**src/rtl/if_fetch_unit.sv**
```systemverilog
// IF-stage fetch unit: tracks the fetch PC, runs the instruction-memory
// req/ready handshake and presents PC+4 / instruction (or a NOP bubble)
// to the IF/ID pipeline register.
module if_fetch_unit #(
   parameter logic [31:0] RESET_PC  = 32'h0000_0000,
   parameter logic [31:0] NOP_INSTR = 32'h0000_0000
) (
   input  logic        clk,
   input  logic        rst,             // asynchronous, active-low
   input  logic        freeze,
   input  logic        branch_taken,
   input  logic [31:0] branch_addr,
   output logic        imem_req,
   output logic [31:0] imem_addr,
   input  logic        imem_ready,
   input  logic [31:0] imem_rdata,
   output logic [31:0] PC_out,
   output logic [31:0] Instruction_out,
   output logic        if_valid
);

   localparam int unsigned XLEN = 32;
   localparam logic [XLEN-1:0] PC_STEP = XLEN'(4);

   typedef enum logic [1:0] {
      S_IDLE  = 2'd0,
      S_FETCH = 2'd1,
      S_FULL  = 2'd2,
      S_DROP  = 2'd3
   } state_e;

   state_e            state_q, state_d;
   logic [XLEN-1:0]   pc_q, pc_d;
   logic [XLEN-1:0]   drop_addr_q, drop_addr_d;
   logic [XLEN-1:0]   buf_instr_q, buf_instr_d;
   logic [XLEN-1:0]   buf_pc_q, buf_pc_d;
   logic [XLEN-1:0]   pc_inc;

   // State and datapath registers; reset abandons any in-flight request.
   always_ff @(posedge clk or negedge rst) begin
      if (!rst) begin
         state_q     <= S_IDLE;
         pc_q        <= RESET_PC;
         drop_addr_q <= '0;
         buf_instr_q <= '0;
         buf_pc_q    <= '0;
      end else begin
         state_q     <= state_d;
         pc_q        <= pc_d;
         drop_addr_q <= drop_addr_d;
         buf_instr_q <= buf_instr_d;
         buf_pc_q    <= buf_pc_d;
      end
   end

   // Next-state logic; a taken branch overrides freeze in every state.
   always_comb begin
      state_d     = state_q;
      pc_d        = pc_q;
      drop_addr_d = drop_addr_q;
      buf_instr_d = buf_instr_q;
      buf_pc_d    = buf_pc_q;
      pc_inc      = pc_q + PC_STEP;

      case (state_q)
         S_IDLE: begin
            state_d = S_FETCH;
            if (branch_taken) pc_d = branch_addr;
         end
         S_FETCH: begin
            if (branch_taken) begin
               pc_d = branch_addr;
               if (!imem_ready) begin
                  // Request already on the bus must complete before redirecting.
                  drop_addr_d = pc_q;
                  state_d     = S_DROP;
               end
            end else if (imem_ready) begin
               buf_instr_d = imem_rdata;
               buf_pc_d    = pc_inc;
               pc_d        = pc_inc;
               state_d     = S_FULL;
            end
         end
         S_FULL: begin
            if (branch_taken) begin
               pc_d    = branch_addr;
               state_d = S_FETCH;
            end else if (!freeze) begin
               // Held word is consumed; refill in the same cycle if memory answers.
               if (imem_ready) begin
                  buf_instr_d = imem_rdata;
                  buf_pc_d    = pc_inc;
                  pc_d        = pc_inc;
               end else begin
                  state_d = S_FETCH;
               end
            end
         end
         S_DROP: begin
            if (branch_taken) pc_d = branch_addr;
            if (imem_ready) state_d = S_FETCH;
         end
         default: state_d = S_IDLE;
      endcase
   end

   // Memory request: held stable in FETCH/DROP, gated by freeze/branch in FULL.
   always_comb begin
      imem_req  = 1'b0;
      imem_addr = pc_q;
      case (state_q)
         S_FETCH: imem_req = 1'b1;
         S_FULL:  imem_req = ~freeze & ~branch_taken;
         S_DROP: begin
            imem_req  = 1'b1;
            imem_addr = drop_addr_q;
         end
         default: imem_req = 1'b0;
      endcase
   end

   // IF/ID payload: real instruction only in FULL outside a branch cycle.
   always_comb begin
      if_valid        = (state_q == S_FULL) & ~branch_taken;
      Instruction_out = if_valid ? buf_instr_q : NOP_INSTR;
      PC_out          = if_valid ? buf_pc_q : '0;
   end

endmodule

```
**config.mk**
```make
export PLATFORM = sky130hd
export DESIGN_NAME = if_fetch_unit
export DESIGN_NICKNAME = d
export VERILOG_FILES = /design/src/rtl/if_fetch_unit.sv
export SDC_FILE = /design/constraint.sdc
export NUM_CORES = 1
export LEC_CHECK = 0
export CAP_MARGIN = 25
export CORE_UTILIZATION = 54
export CTS_BUF_LIST = sky130_fd_sc_hd__clkbuf_16
export DETAILED_ROUTE_END_ITERATION = 7
export HOLD_SLACK_MARGIN = 0.1
export PLACE_DENSITY = 0.84
export SLEW_MARGIN = 5
export SYNTH_ARGS = -nofsm -noshare
export SYNTH_HDL_FRONTEND = slang
export SYNTH_SLANG_ARGS = --single-unit
```
**constraint.sdc**
```tcl
create_clock -name clk -period 3.16 [get_ports clk]
set_input_delay 0.632 -clock clk [delete_from_list [all_inputs] [get_ports clk]]
set_output_delay 0.632 -clock clk [all_outputs]
set_load 0.01 [all_outputs]
```
Word level (Yosys, flattened, before mapping)
Cells that the tools add are included.
{ "op_classes": {"reduce_logical": 8, "n_addsub": 1, "bitwise_logic": 5, "n_eq_ne": 12, "n_mux": 28} }
{ "ops": {"columns": ["operator", "count"], "rows": [
  ["$mux 32", 16],
  ["$pmux 32 s2", 2],
  ["$pmux 32 s3", 1],
  ["$add 32x3->32 const B", 1],
  ["$mux 2", 7],
  ["$ne 3x3->1 const B", 4],
  ["$ne 2x2->1 const B", 4],
  ["$pmux 2 s4", 1],
  ["$reduce_and 5->1", 1],
  ["$eq 2x2->1 const B", 2],
  ["$reduce_and 4->1", 1],
  ["$reduce_or 2->1", 2],
  ["$not 1->1", 3],
  ["$reduce_and 3->1", 1],
  ["$and 1x1->1", 2],
  ["$eq 2x1->1 const B", 1],
  ["$logic_not 2->1", 1],
  ["$ne 2x1->1 const B", 1],
  ["$pmux 1 s2", 1],
  ["$reduce_and 2->1", 1],
  ["$reduce_bool 2->1", 1]
]} }
{ "totals": {"out_inout_bits": 98, "register_bits": 130} }

Depth between registers and ports, before layout
Gate-level depths: netlist of run 1.
{ "logic_depth": {"depth_word": 5, "depth_mapped": 9} }

Least setup slack after synthesis of run 1
No wires, ideal clock.
{ "synth_path": {"path_type": "input -> output", "startpoint": "input port branch_taken", "endpoint": "output port Instruction_out[13]", "cell_stages": 5, "arrival_ns": 1.593, "slack_ns": 0.935, "required_ns": 2.528, "path_cell_list": "buf_2 -> nor2b_1 -> clkbuf_1 -> clkbuf_1 -> and2_1"} }
{ "synth_via": {"elab_chain_cells": 3} }
{ "synth_rtl": {"columns": ["element", "line_no", "text"], "rows": [
  ["start: declaration", "11", "input logic branch_taken,"],
  ["$not 1->1", "125", "if_valid = (state_q == S_FULL) & ~branch_taken;"],
  ["$and 1x1->1", "125", null],
  ["$mux 32", "126", "Instruction_out = if_valid ? buf_instr_q : NOP_INSTR;"],
  ["end: declaration", "18", "output logic [31:0] Instruction_out,"]
]} }
Every way passes these cells.

Worst setup path in the final report of run 1
{ "layout_path": {"startpoint": "register state_q[0]", "endpoint": "output port imem_req"} }
{ "layout_via": {"elab_chain_cells": 3, "word_cells_on_any_way": 5} }
{ "layout_rtl": {"columns": ["element", "line_no", "text"], "rows": [
  ["start: declaration", "32", "state_e state_q, state_d;"],
  ["start signal: assignment", "48", "state_q <= state_d;"],
  ["$eq 2x2->1 or $eq 2x1->1 (tied branches)", "112", "case (state_q)"],
  ["$reduce_or 2->1 (no line)", null, null],
  ["$pmux 1 s2 (*)", "112", null],
  ["end: declaration", "13", "output logic imem_req,"]
]} }
Every way passes the cells marked *; elsewhere a longest branch is shown, timed or not.

==> results of run 1 <==
[cell type report]
cell class | count | area share, %
tap | 168 | 2.300
clock buffer | 17 | 4.654
inverter | 8 | 0.3285
sequential | 130 | 35.59
timing repair buffer | 181 | 19.79
clock inverter | 15 | 0.7118
multi-input combinational | 460 | 36.62
[logic make-up after synthesis]
family	Yosys count	share of synthesized area [%]
AO/OA/AOI/OAI	113	10.23
XOR/XNOR	31	3.956
adder cells (fa/ha/maj)	5	0.9116
buffers and inverters	61	4.084
flip-flops	130	47.40
multiplexers	98	16.06
AND/OR/NAND/NOR	213	17.36
[power breakdown]
group | internal, mW | switching (mW) | total [mW]
sequential | 2.44 | 0.664 | 3.10
combinational | 1.94 | 1.57 | 3.50
clock | 0.963 | 0.674 | 1.64
total | 5.34 | 2.90 | 8.24
[state kept, by name, summed over array words and instances (netlist names)]
signal       count
buf_instr_q     32
buf_pc_q        32
drop_addr_q     32
pc_q            32
state_q          2
[how the worst min path moves through the flow]
stage	start	endpoint	slack [ns]	cells past startpoint
finish	rst	drop_addr_q[16]	0.30	1
global route	rst	buf_pc_q[20]	0.37	1
CTS	rst	drop_addr_q[16]	0.35	1
detailed placement	drop_addr_q[5]	drop_addr_q[5]	0.47	2
global placement	drop_addr_q[27]	drop_addr_q[27]	0.47	2
floorplan	rst	buf_instr_q[0]	0.34	0
[cells in the final DEF, fill, tap and decap left out, types with 3 or more instances in the layout]
master and count:
a21oi_1 49, a2bb2oi_1 8, nor2_1 39, nand2_1 39
mux2_2 97, and3_1 4, and4_1 3, o211ai_1 4
clkbuf_16 17, a311oi_1 7, buf_4 13, inv_1 14
xor2_1 22, dfrtp_1 130, xnor2_1 9, ha_1 5
o22ai_1 13, or3_1 3, nand4_1 13, buf_12 3
o21ai_0 18, nand3_1 21, clkdlybuf4s50_1 165, clkinv_2 7
and2_1 69
[per-layer routing]
metal | vias to the layer above | part of all wire [%] | wire length, um
met5 | - | 0 | 0
met4 | 0 | 2.1 | 377
li1 | 2575 | - | -
met3 | 37 | 5.9 | 1035
met2 | 243 | 51 | 9043
met1 | 2745 | 41 | 7162
==> impl_results.md, run 1 <==
- Status: finished clean
- Arr. time, crit path: 2.43 ns
- #FFs+latches synth: 130
- Share of post-route cells with drive strength above 1: 19.24%
- Worst setup path startpoint: state_q[0]
- Max-Cap Viols: 0
- Via count of the first global-routing pass: 5667
- Leading cell types by total area after synthesis: dfrtp_1 (47%), mux2_2 (16%), and2_1 (6.3%)
- Standard cell area after detailed placement: between 8000 and 9000 um^2
- Cell type contributing the most total cell area after synthesis: dfrtp_1
- Post-layout instance count excluding filler cells: 979
- Synthesized instance count: between 600 and 700
- Total Die Area: 13160 um^2
- GR Layer Usage met1: 34.38%
- F_max: 326.3 MHz
- Number of DRC markers in iteration 0: 335
- Post-route cell area: 9140 um^2
- Initial core utilization: a little under three fifths
- Area occupied by multi-input gates: 3347 um^2
- Synth cell types: 52
- Number of pins with negative max-slew slack in the final report: 0
- Classification of the worst setup path: flip-flop to output port
- Initial antenna violation count: 0
- Chip width: 114.7 um
- Worst Path Buf+Inv: 3
- Mean instance size in the synthesized netlist: 10.54 um^2
- Final count of negative-setup-slack endpoints: 0
- Delay contributed by the slowest stage of the critical path: 0.57 ns
- Number of enable flip-flop cells after synthesis: 0
- DR vias: 5600
- Clock transition at the registers of the reported paths: roughly 0.050 ns
- Post-placement worst setup slack: 0.2787 ns
- Busiest layer in global routing: met2
- Startpoint Class: flip-flop
- Endpoint of the lowest-slack register-to-register path: pc_q[26]
- Detailed-route wire length: between 15 and 20 mm
- Core Rows: 40
- Count of H-tree levels built during CTS: 4
- Register-to-register setup slack: 0.78 ns
- Area growth syn-to-layout: 33.18%
- Cell with the most instances after synthesis: dfrtp_1
- I/O Pins: around 170
- Count of cell instances traversed by the critical path: 7
- Met2 usage: around 47%
- Number of buffers on the longest clock path: 2
- Cell chain of the critical path: inv_1 -> ha_1 -> nor2b_4 -> buf_4 -> a211oi_1 -> nor2_1 -> clkdlybuf4s50_1
- Power consumption: 8.241 mW
- Launching point of the worst reg2reg path: pc_q[2]
- Power per cell area: roughly 900 nW/um^2
- Post-synthesis sequential area ratio: 47.40%
- Net count after synthesis: 725
- Global-route met3 utilization: around 5.4%
- Endpoint class of the critical path: output port
- Post-layout utilization of the core: 74.85%
- Post-synth top area share: 47.40%
- Unrepaired setup endpoints after global routing: false
- Capture point of the critical path: imem_req
- Share of flip-flops with an asynchronous set or reset: 100.0%
- Final-report hold violation count: 0
- Antenna diodes: 0
- Pin count of the biggest net entering global routing: 64
- Routed Antenna Nets: 0
- Count of fill cells added during filler insertion: 885
- Cts hold-fix bufs: 0
- Global-route total usage across every layer: between 20% and 30%
- Post-cts gate resize count: 0
- TritonCTS clock tree: done
- Final #Nets: between 800 and 900
- Total area of sequential cells: 3253 um^2
- Clock period minus final worst setup slack: approximately 3.1 ns
- Leak Pwr: 3.673 nW
- Via-per-instance ratio: 5.720
- Worst slack on hold paths: 0.2970 ns
- Clock Latency Late Sink: 0.41 ns
- Weighted congestion reported at the end of routability-driven placement: 0.9145
- Clock Root Buffer: clkbuf_16
- Slowest-stage cell, CP: clkdlybuf4s50_1
- Core outline area: 12210 um^2
- Post-CTS Setup Inserts: 0
- Crit path setup slack, layout: 0.09535 ns
- Hold Path Class: primary input to async pin
- CP Max Fanout: 16
- First-pass GRT wire length: about 28 mm
- CTS Sinks: 130
- Final sum of negative setup slack: 0 ns
- Most common flop cell mapped by yosys: dfrtp_1
- Final HPWL DP: 12.20 mm
- Tightest Pin Transition: around 0.84 ns
- Leftover overflow at the end of global routing: 0
- Routed length per placed instance: 18.00 um
- CTS Buf Count: 17
- Port Buffer Count: around 170
- Period utilization: a little over nine tenths
- Die Ht: 114.7 um
- DRC viols: 0
- Max-Slew Margin vs Limit: 44.07%
- Count of TritonRoute iterations in the first routing pass: 5
- Reg2Reg Depth: 5
- # placed instances: approximately 950
- Final setup skew: 0.006401 ns
- Kind of cell with the highest combined delay on the critical path: buffers and inverters
- Worst voltage drop across the vdd grid: 0.4924 mV
- Most numerous cell types in the synthesized netlist: dfrtp_1 (130), mux2_2 (97), and2_1 (69)
- Combined area of all synthesized cells: 6863 um^2
- Worst EP required: 2.53 ns
- YS warnings: 0
Power figures use the tool's default switching activity.
==> run 2, diff against run 1 <==
--- a/config.mk
+++ b/config.mk
@@ -6,6 +6,7 @@
 export NUM_CORES = 1
 export LEC_CHECK = 0
 export CAP_MARGIN = 25
+export CORE_ASPECT_RATIO = 1.2
 export CORE_UTILIZATION = 54
 export CTS_BUF_LIST = sky130_fd_sc_hd__clkbuf_16
 export DETAILED_ROUTE_END_ITERATION = 7
==> run 2 against run 1 <==
Clock power rose by 23%. Clock skew fell by 0.0010 ns. Clock-buffer cell count did not move. Global-route usage rose by 1.0 points. Critical path depth fell by 1. Via count rose by 1.5%. Die area barely moved. Maximum frequency rose by 2.2%. Worst hold slack got worse by 0.044 ns. Cell count fell by 0.92%. Design area rose by 1.2%. Critical path type unchanged. Critical endpoint is now Instruction_out[2]. Largest cell class unchanged. Highest routed layer unchanged.
==> impl_results.md, run 2 (same netlist as run 1, synthesis figures left out) <==
- Status: finished clean (unchanged)
- Leak Pwr: 3.685 nW (was 3.673 nW)
- Initial antenna violation count: 0 (unchanged)
- Final count of negative-setup-slack endpoints: 0 (unchanged)
- Worst voltage drop across the vdd grid: 0.5864 mV (was 0.4924 mV)
- Routed length per placed instance: 18.56 um (was 18.00 um)
- Global-route total usage across every layer: 28.65% (was 27.64%)
- Chip width: 104.9 um (was 114.7 um)
- Hold Path Class: primary input to async pin (unchanged)
- Via-per-instance ratio: 5.862 (was 5.720)
- Classification of the worst setup path: flip-flop to output port (unchanged)
- F_max: 333.6 MHz (was 326.3 MHz)
- Number of pins with negative max-slew slack in the final report: 0 (unchanged)
- Max-Slew Margin vs Limit: 44.98% (was 44.07%)
- Post-placement worst setup slack: 0.2968 ns (was 0.2787 ns)
- Standard cell area after detailed placement: 8646 um^2 (was 8650 um^2)
- Clock period minus final worst setup slack: 2.997 ns (was 3.065 ns)
- Total Die Area: 13170 um^2 (was 13160 um^2)
- Die Ht: 125.5 um (was 114.7 um)
- Kind of cell with the highest combined delay on the critical path: buffers and inverters (unchanged)
- Area growth syn-to-layout: 34.73% (was 33.18%)
- Clock Latency Late Sink: 0.42 ns (was 0.41 ns)
- Number of buffers on the longest clock path: 2 (unchanged)
- CTS Buf Count: 17 (unchanged)
- Number of DRC markers in iteration 0: 293 (was 335)
- Reg2Reg Depth: 6 (was 5)
- Most frequent cells in the layout: clkdlybuf4s50_1 (165), dfrtp_1 (130), mux2_2 (97), and2_1 (69), a21oi_1 (49) (unchanged)
- Worst Path Buf+Inv: 3 (unchanged)
- Detailed-route wire length: 18.00 mm (was 17.62 mm)
- CP Max Fanout: 45 (was 16)
- Register-to-register setup slack: 0.74 ns (was 0.78 ns)
- Initial core utilization: 56.15% (was 56.20%)
- Cts hold-fix bufs: 0 (unchanged)
- Tightest Pin Transition: 0.8253 ns (was 0.8390 ns)
- Endpoint class of the critical path: output port (unchanged)
- DR vias: 5686 (was 5600)
- Worst EP required: 2.53 ns (about the same)
- First-pass GRT wire length: 29.49 mm (was 28.10 mm)
- Routed Antenna Nets: 0 (unchanged)
- GR Layer Usage met1: 35.09% (was 34.38%)
- Clock Root Buffer: clkbuf_16 (unchanged)
- Startpoint Class: flip-flop (unchanged)
- Delay contributed by the slowest stage of the critical path: 0.54 ns (was 0.57 ns)
- TritonCTS clock tree: done (unchanged)
- Arr. time, crit path: 2.37 ns (was 2.43 ns)
- DRC viols: 0 (unchanged)
- Leftover overflow at the end of global routing: 0 (unchanged)
- Count of fill cells added during filler insertion: 843 (was 885)
- Endpoint of the lowest-slack register-to-register path: pc_q[20] (was pc_q[26])
- Post-layout utilization of the core: 75.66% (was 74.85%)
- Count of TritonRoute iterations in the first routing pass: 5 (unchanged)
- Core outline area: 12220 um^2 (was 12210 um^2)
- Worst slack on hold paths: 0.2533 ns (was 0.2970 ns)
- I/O Pins: 167 (unchanged)
- Power per cell area: 933.4 nW/um^2 (was 901.6 nW/um^2)
- Crit path setup slack, layout: 0.1628 ns (was 0.09535 ns)
- Global-route met3 utilization: 5.892% (was 5.430%)
- Final HPWL DP: 12.50 mm (was 12.20 mm)
- Launching point of the worst reg2reg path: state_q[0] (was pc_q[2])
- Period utilization: 94.85% (was 96.98%)
- Slowest-stage cell, CP: clkdlybuf4s50_1 (unchanged)
- Port Buffer Count: 166 (unchanged)
- Share of post-route cells with drive strength above 1: 19.65% (was 19.24%)
- Final-report hold violation count: 0 (unchanged)
- Met2 usage: 49.36% (was 47.43%)
- Final setup skew: 0.005386 ns (was 0.006401 ns)
- Weighted congestion reported at the end of routability-driven placement: 0.8939 (was 0.9145)
- Most frequent standard cell in the layout excluding fill and tap cells: clkdlybuf4s50_1 (unchanged)
- Cell chain of the critical path: inv_1 -> ha_2 -> nor2b_4 -> buf_12 -> and2_1 -> clkdlybuf4s50_1 (was inv_1 -> ha_1 -> nor2b_4 -> buf_4 -> a211oi_1 -> nor2_1 -> clkdlybuf4s50_1)
- Core Rows: 44 (was 40)
- Pin count of the biggest net entering global routing: 57 (was 64)
- Post-route cell area: 9246 um^2 (was 9140 um^2)
- Count of H-tree levels built during CTS: 4 (unchanged)
- Final #Nets: 871 (was 872)
- Max-Cap Viols: 0 (unchanged)
- Clock transition at the registers of the reported paths: 0.05 ns (about the same)
- Final sum of negative setup slack: 0 ns (unchanged)
- CTS Sinks: 130 (unchanged)
- Antenna diodes: 0 (unchanged)
- Busiest layer in global routing: met2 (unchanged)
- Unrepaired setup endpoints after global routing: false (unchanged)
- Via count of the first global-routing pass: 5833 (was 5667)
## run 2: cell count changes in the layout (fill, tap and decap cells not counted), moves of 2 or more
cell        delta
inv_1          -5
bufinv_16      +4
clkinv_2       -4
buf_4          -2
clkinvlp_4     +3
## run 2: timing repair
| item | CTS | global route |
|---|---|---|
| endpoints found under the hold margin | 0 | 0 |
| buffers inserted | 0 | 0 |
| gates resized for setup | 0 | 1 |
| endpoints found under the setup margin | 0 | 14 |
## run 2: per-stage QoR
stage / std cells / power [mW]
after floorplan: 651 / 5.182
after global placement: 939 / 6.406
after detailed placement: 939 / 6.593
after CTS: 970 / 8.653
after global routing: 970 / 9.121
final: 970 / 8.630
## run 2: layout make-up
class                      instances  area (um^2)  share of cell area, %
timing repair buffer             180         1814                  19.62
multi-input combinational        460         3349                  36.22
inverter                           8        30.03                 0.3248
tap                              161        201.4                  2.179
clock inverter                    14        172.7                  1.867
clock buffer                      17        425.4                  4.601
sequential                       130         3253                  35.18
## run 2: how the worst max path moves through the flow
stage / startpoint / end / slack (ns) / cells past startpoint
3_5_place_dp: branch_taken / PC_out[25] / 0.30 / 5
5_1_grt: state_q[0] / Instruction_out[2] / 0.04 / 6
4_1_cts: state_q[0] / PC_out[25] / 0.08 / 6
3_3_place_gp: branch_taken / PC_out[25] / 0.32 / 5
2_1_floorplan: branch_taken / Instruction_out[13] / 0.94 / 5
6_report: state_q[0] / Instruction_out[2] / 0.16 / 6
## run 2: metal layers
| layer | vias to the layer above | wire [um] |
|---|---|---|
| met5 | - | 0 |
| met4 | 0 | 482 |
| met3 | 37 | 1059 |
| met2 | 243 | 9461 |
| met1 | 2826 | 6995 |
| li1 | 2580 | - |
## run 2: power by group
part           switching, mW  internal, mW  total, mW
registers              0.665          2.44       3.10
clock network          0.715          1.30       2.01
logic                   1.58          1.94       3.52
total                   2.96          5.67       8.63
==> run 3, diff against run 2 <==
--- a/config.mk
+++ b/config.mk
@@ -12,6 +12,7 @@
 export DETAILED_ROUTE_END_ITERATION = 7
 export HOLD_SLACK_MARGIN = 0.1
 export PLACE_DENSITY = 0.84
+export REMOVE_ABC_BUFFERS = 1
 export SLEW_MARGIN = 5
 export SYNTH_ARGS = -nofsm -noshare
 export SYNTH_HDL_FRONTEND = slang
==> run 3 against run 2 <==
Sequential power about the same. Maximum frequency is 1.4% lower. Non-clock buffer count up 2. Design area up 1.0%. Global-route usage down 1.4 points. Core utilization up 0.78 points. Total power rose by 2.2%. Critical endpoint is now Instruction_out[20].
==> impl_results.md, run 3 (same netlist as run 1, synthesis figures left out) <==
- Worst voltage drop across the vdd grid: 0.5845 mV (was 0.5864 mV)
- Chip width: 104.9 um (unchanged)
- Global-route total usage across every layer: 27.23% (was 28.65%)
- Launching point of the worst reg2reg path: state_q[0] (unchanged)
- Area growth syn-to-layout: 36.12% (was 34.73%)
- Count of H-tree levels built during CTS: 4 (unchanged)
- Count of TritonRoute iterations in the first routing pass: 5 (unchanged)
- Combinational share of power: 40.0% (was 40.7%)
- Weighted congestion reported at the end of routability-driven placement: 0.8699 (was 0.8939)
- Final HPWL DP: 11.77 mm (was 12.50 mm)
- Slowest-stage cell, CP: clkdlybuf4s50_1 (unchanged)
- F_max: 329.0 MHz (was 333.6 MHz)
- Power per cell area: 944.1 nW/um^2 (was 933.4 nW/um^2)
- Capture point of the critical path: Instruction_out[20] (was Instruction_out[2])
- DRC viols: 0 (unchanged)
- Initial core utilization: 56.15% (unchanged)
- Most frequent cells in the layout: clkdlybuf4s50_1 (165), dfrtp_1 (130), mux2_2 (97), and2_1 (69), a21oi_1 (49) (unchanged)
- Antenna diodes: 0 (unchanged)
- CTS Sinks: 130 (unchanged)
- DR vias: 5595 (was 5686)
- Register-to-register setup slack: 0.71 ns (was 0.74 ns)
- Number of pins with negative max-slew slack in the final report: 0 (unchanged)
- Switching power share of the total: 33.54% (was 34.28%)
- Post-route cell area: 9341 um^2 (was 9246 um^2)
- Delay contributed by the slowest stage of the critical path: 0.54 ns (about the same)
- Endpoint of the lowest-slack register-to-register path: pc_q[20] (unchanged)
- Worst EP required: 2.53 ns (about the same)
- Via count of the first global-routing pass: 5601 (was 5833)
- Standard cell area after detailed placement: 8665 um^2 (was 8646 um^2)
- Routed Antenna Nets: 0 (unchanged)
- Endpoint class of the critical path: output port (unchanged)
- Clock Latency Late Sink: 0.42 ns (about the same)
- Worst setup path startpoint: state_q[0] (unchanged)
- I/O Pins: 167 (unchanged)
- Detailed-route wire length: 17.17 mm (was 18.00 mm)
- Clock period minus final worst setup slack: 3.040 ns (was 2.997 ns)
- Number of buffers on the longest clock path: 2 (unchanged)
- Cell chain of the critical path: inv_1 -> ha_2 -> nor2b_4 -> buf_12 -> and2_1 -> clkdlybuf4s50_1 (unchanged)
- Initial antenna violation count: 0 (unchanged)
- TritonCTS clock tree: done (unchanged)
- Cts hold-fix bufs: 0 (unchanged)
- Leak Pwr: 3.719 nW (was 3.685 nW)
- Final-report hold violation count: 0 (unchanged)
- CP Max Fanout: 29 (was 45)
- Hold Path Class: primary input to async pin (unchanged)
- Leftover overflow at the end of global routing: 0 (unchanged)
- Reg2Reg Depth: 7 (was 6)
- Port Buffer Count: 166 (unchanged)
- Tightest Pin Transition: 0.9111 ns (was 0.8253 ns)
- Unrepaired setup endpoints after global routing: false (unchanged)
- Routed length per placed instance: 17.62 um (was 18.56 um)
- Status: finished clean (unchanged)
- Arr. time, crit path: 2.41 ns (was 2.37 ns)
- Core outline area: 12220 um^2 (unchanged)
- Via-per-instance ratio: 5.744 (was 5.862)
- Final count of negative-setup-slack endpoints: 0 (unchanged)
- Clock Root Buffer: clkbuf_16 (unchanged)
- Number of DRC markers in iteration 0: 360 (was 293)
- Final setup skew: 0.008831 ns (was 0.005386 ns)
- Total Die Area: 13170 um^2 (unchanged)
- Final #Nets: 874 (was 871)
- Power spent charging and discharging nets: 2.958 mW (was 2.959 mW)
- First-pass GRT wire length: 28.05 mm (was 29.49 mm)
- Max-Cap Viols: 0 (unchanged)
- Most frequent standard cell in the layout excluding fill and tap cells: clkdlybuf4s50_1 (unchanged)
- Startpoint Class: flip-flop (unchanged)
- Classification of the worst setup path: flip-flop to output port (unchanged)
- Power Internal: 5.861 mW (was 5.671 mW)
- Core Rows: 44 (unchanged)
- Pin count of the biggest net entering global routing: 72 (was 57)
- CTS Buf Count: 17 (unchanged)
- Max-Slew Margin vs Limit: 39.26% (was 44.98%)
- Share of post-route cells with drive strength above 1: 20.30% (was 19.65%)
- Die Ht: 125.5 um (unchanged)
- Final sum of negative setup slack: 0 ns (unchanged)
- Clock transition at the registers of the reported paths: 0.06 ns (was 0.05 ns)
- Clock power frac: 25.1% (was 23.3%)
- Sequential Power Share: 34.9% (was 36.0%)
- Period utilization: 96.20% (was 94.85%)
run 3: worst min-delay path by stage:
stage / start / slack [ns] / endpoint
2_1_floorplan: rst / 0.34 / buf_instr_q[0]
3_3_place_gp: drop_addr_q[5] / 0.46 / drop_addr_q[5]
3_5_place_dp: drop_addr_q[5] / 0.47 / drop_addr_q[5]
4_1_cts: rst / 0.25 / buf_instr_q[25]
5_1_grt: rst / 0.25 / buf_instr_q[26]
6_report: rst / 0.21 / buf_instr_q[27]
run 3: metrics by stage:
| step | instances | worst slack (ns) | util (%) | hold slack [ns] | total power [mW] |
|---|---|---|---|---|---|
| after floorplan | 598 | -0.1576 | - | 0.3364 | 5.054 |
| after global placement | 941 | 0.2870 | 70.89 | 0.4634 | 6.437 |
| after detailed placement | 941 | 0.2454 | 70.89 | 0.4722 | 6.596 |
| after CTS | 974 | 0.005710 | 76.41 | 0.2451 | 8.854 |
| after global routing | 974 | 0.01441 | 76.43 | 0.2456 | 9.327 |
| final | 974 | 0.1202 | 76.43 | 0.2082 | 8.819 |
run 3: critical path, delay by kind of cell, from the launching register on:
family        cells  cell delay, ns
buf+inv           3            0.84
flops             1            0.41
simple gates      2            0.43
fa+ha+maj         1            0.29
run 3: timing repair:
action                                  4_1_cts  5_1_grt
pin swaps                                     0        0
buffers inserted                              0        0
cloned                                        1        0
gates resized for setup                       0        1
endpoints found under the setup margin       16       58
run 3: layout make-up:
class | count | area [um^2]
inverters | 8 | 30.03
clock inverters | 15 | 240.2
well taps | 161 | 201.4
multi-input cells | 461 | 3358
fillers | 824 | 2880
flip-flops and latches | 130 | 3253
repair buffers | 182 | 1833
clock buffers | 17 | 425.4
run 3: routing by layer:
metal	global-route usage (%)	part of all wire [%]	routed length (um)
met5	0	0	0
met4	11.43	2.7	459
met2	47.02	52	8919
met3	5.579	5.3	908
met1	33.10	40	6879
run 3: power by group through the flow:
stage / logic (mW) / clock network, mW / registers (mW)
after detailed placement: 3.52 / 0 / 3.08
after CTS: 3.56 / 2.23 / 3.07
after global placement: 3.42 / 0 / 3.02
after floorplan: 2.17 / 0 / 2.88
final: 3.53 / 2.21 / 3.08
after global routing: 3.83 / 2.31 / 3.19
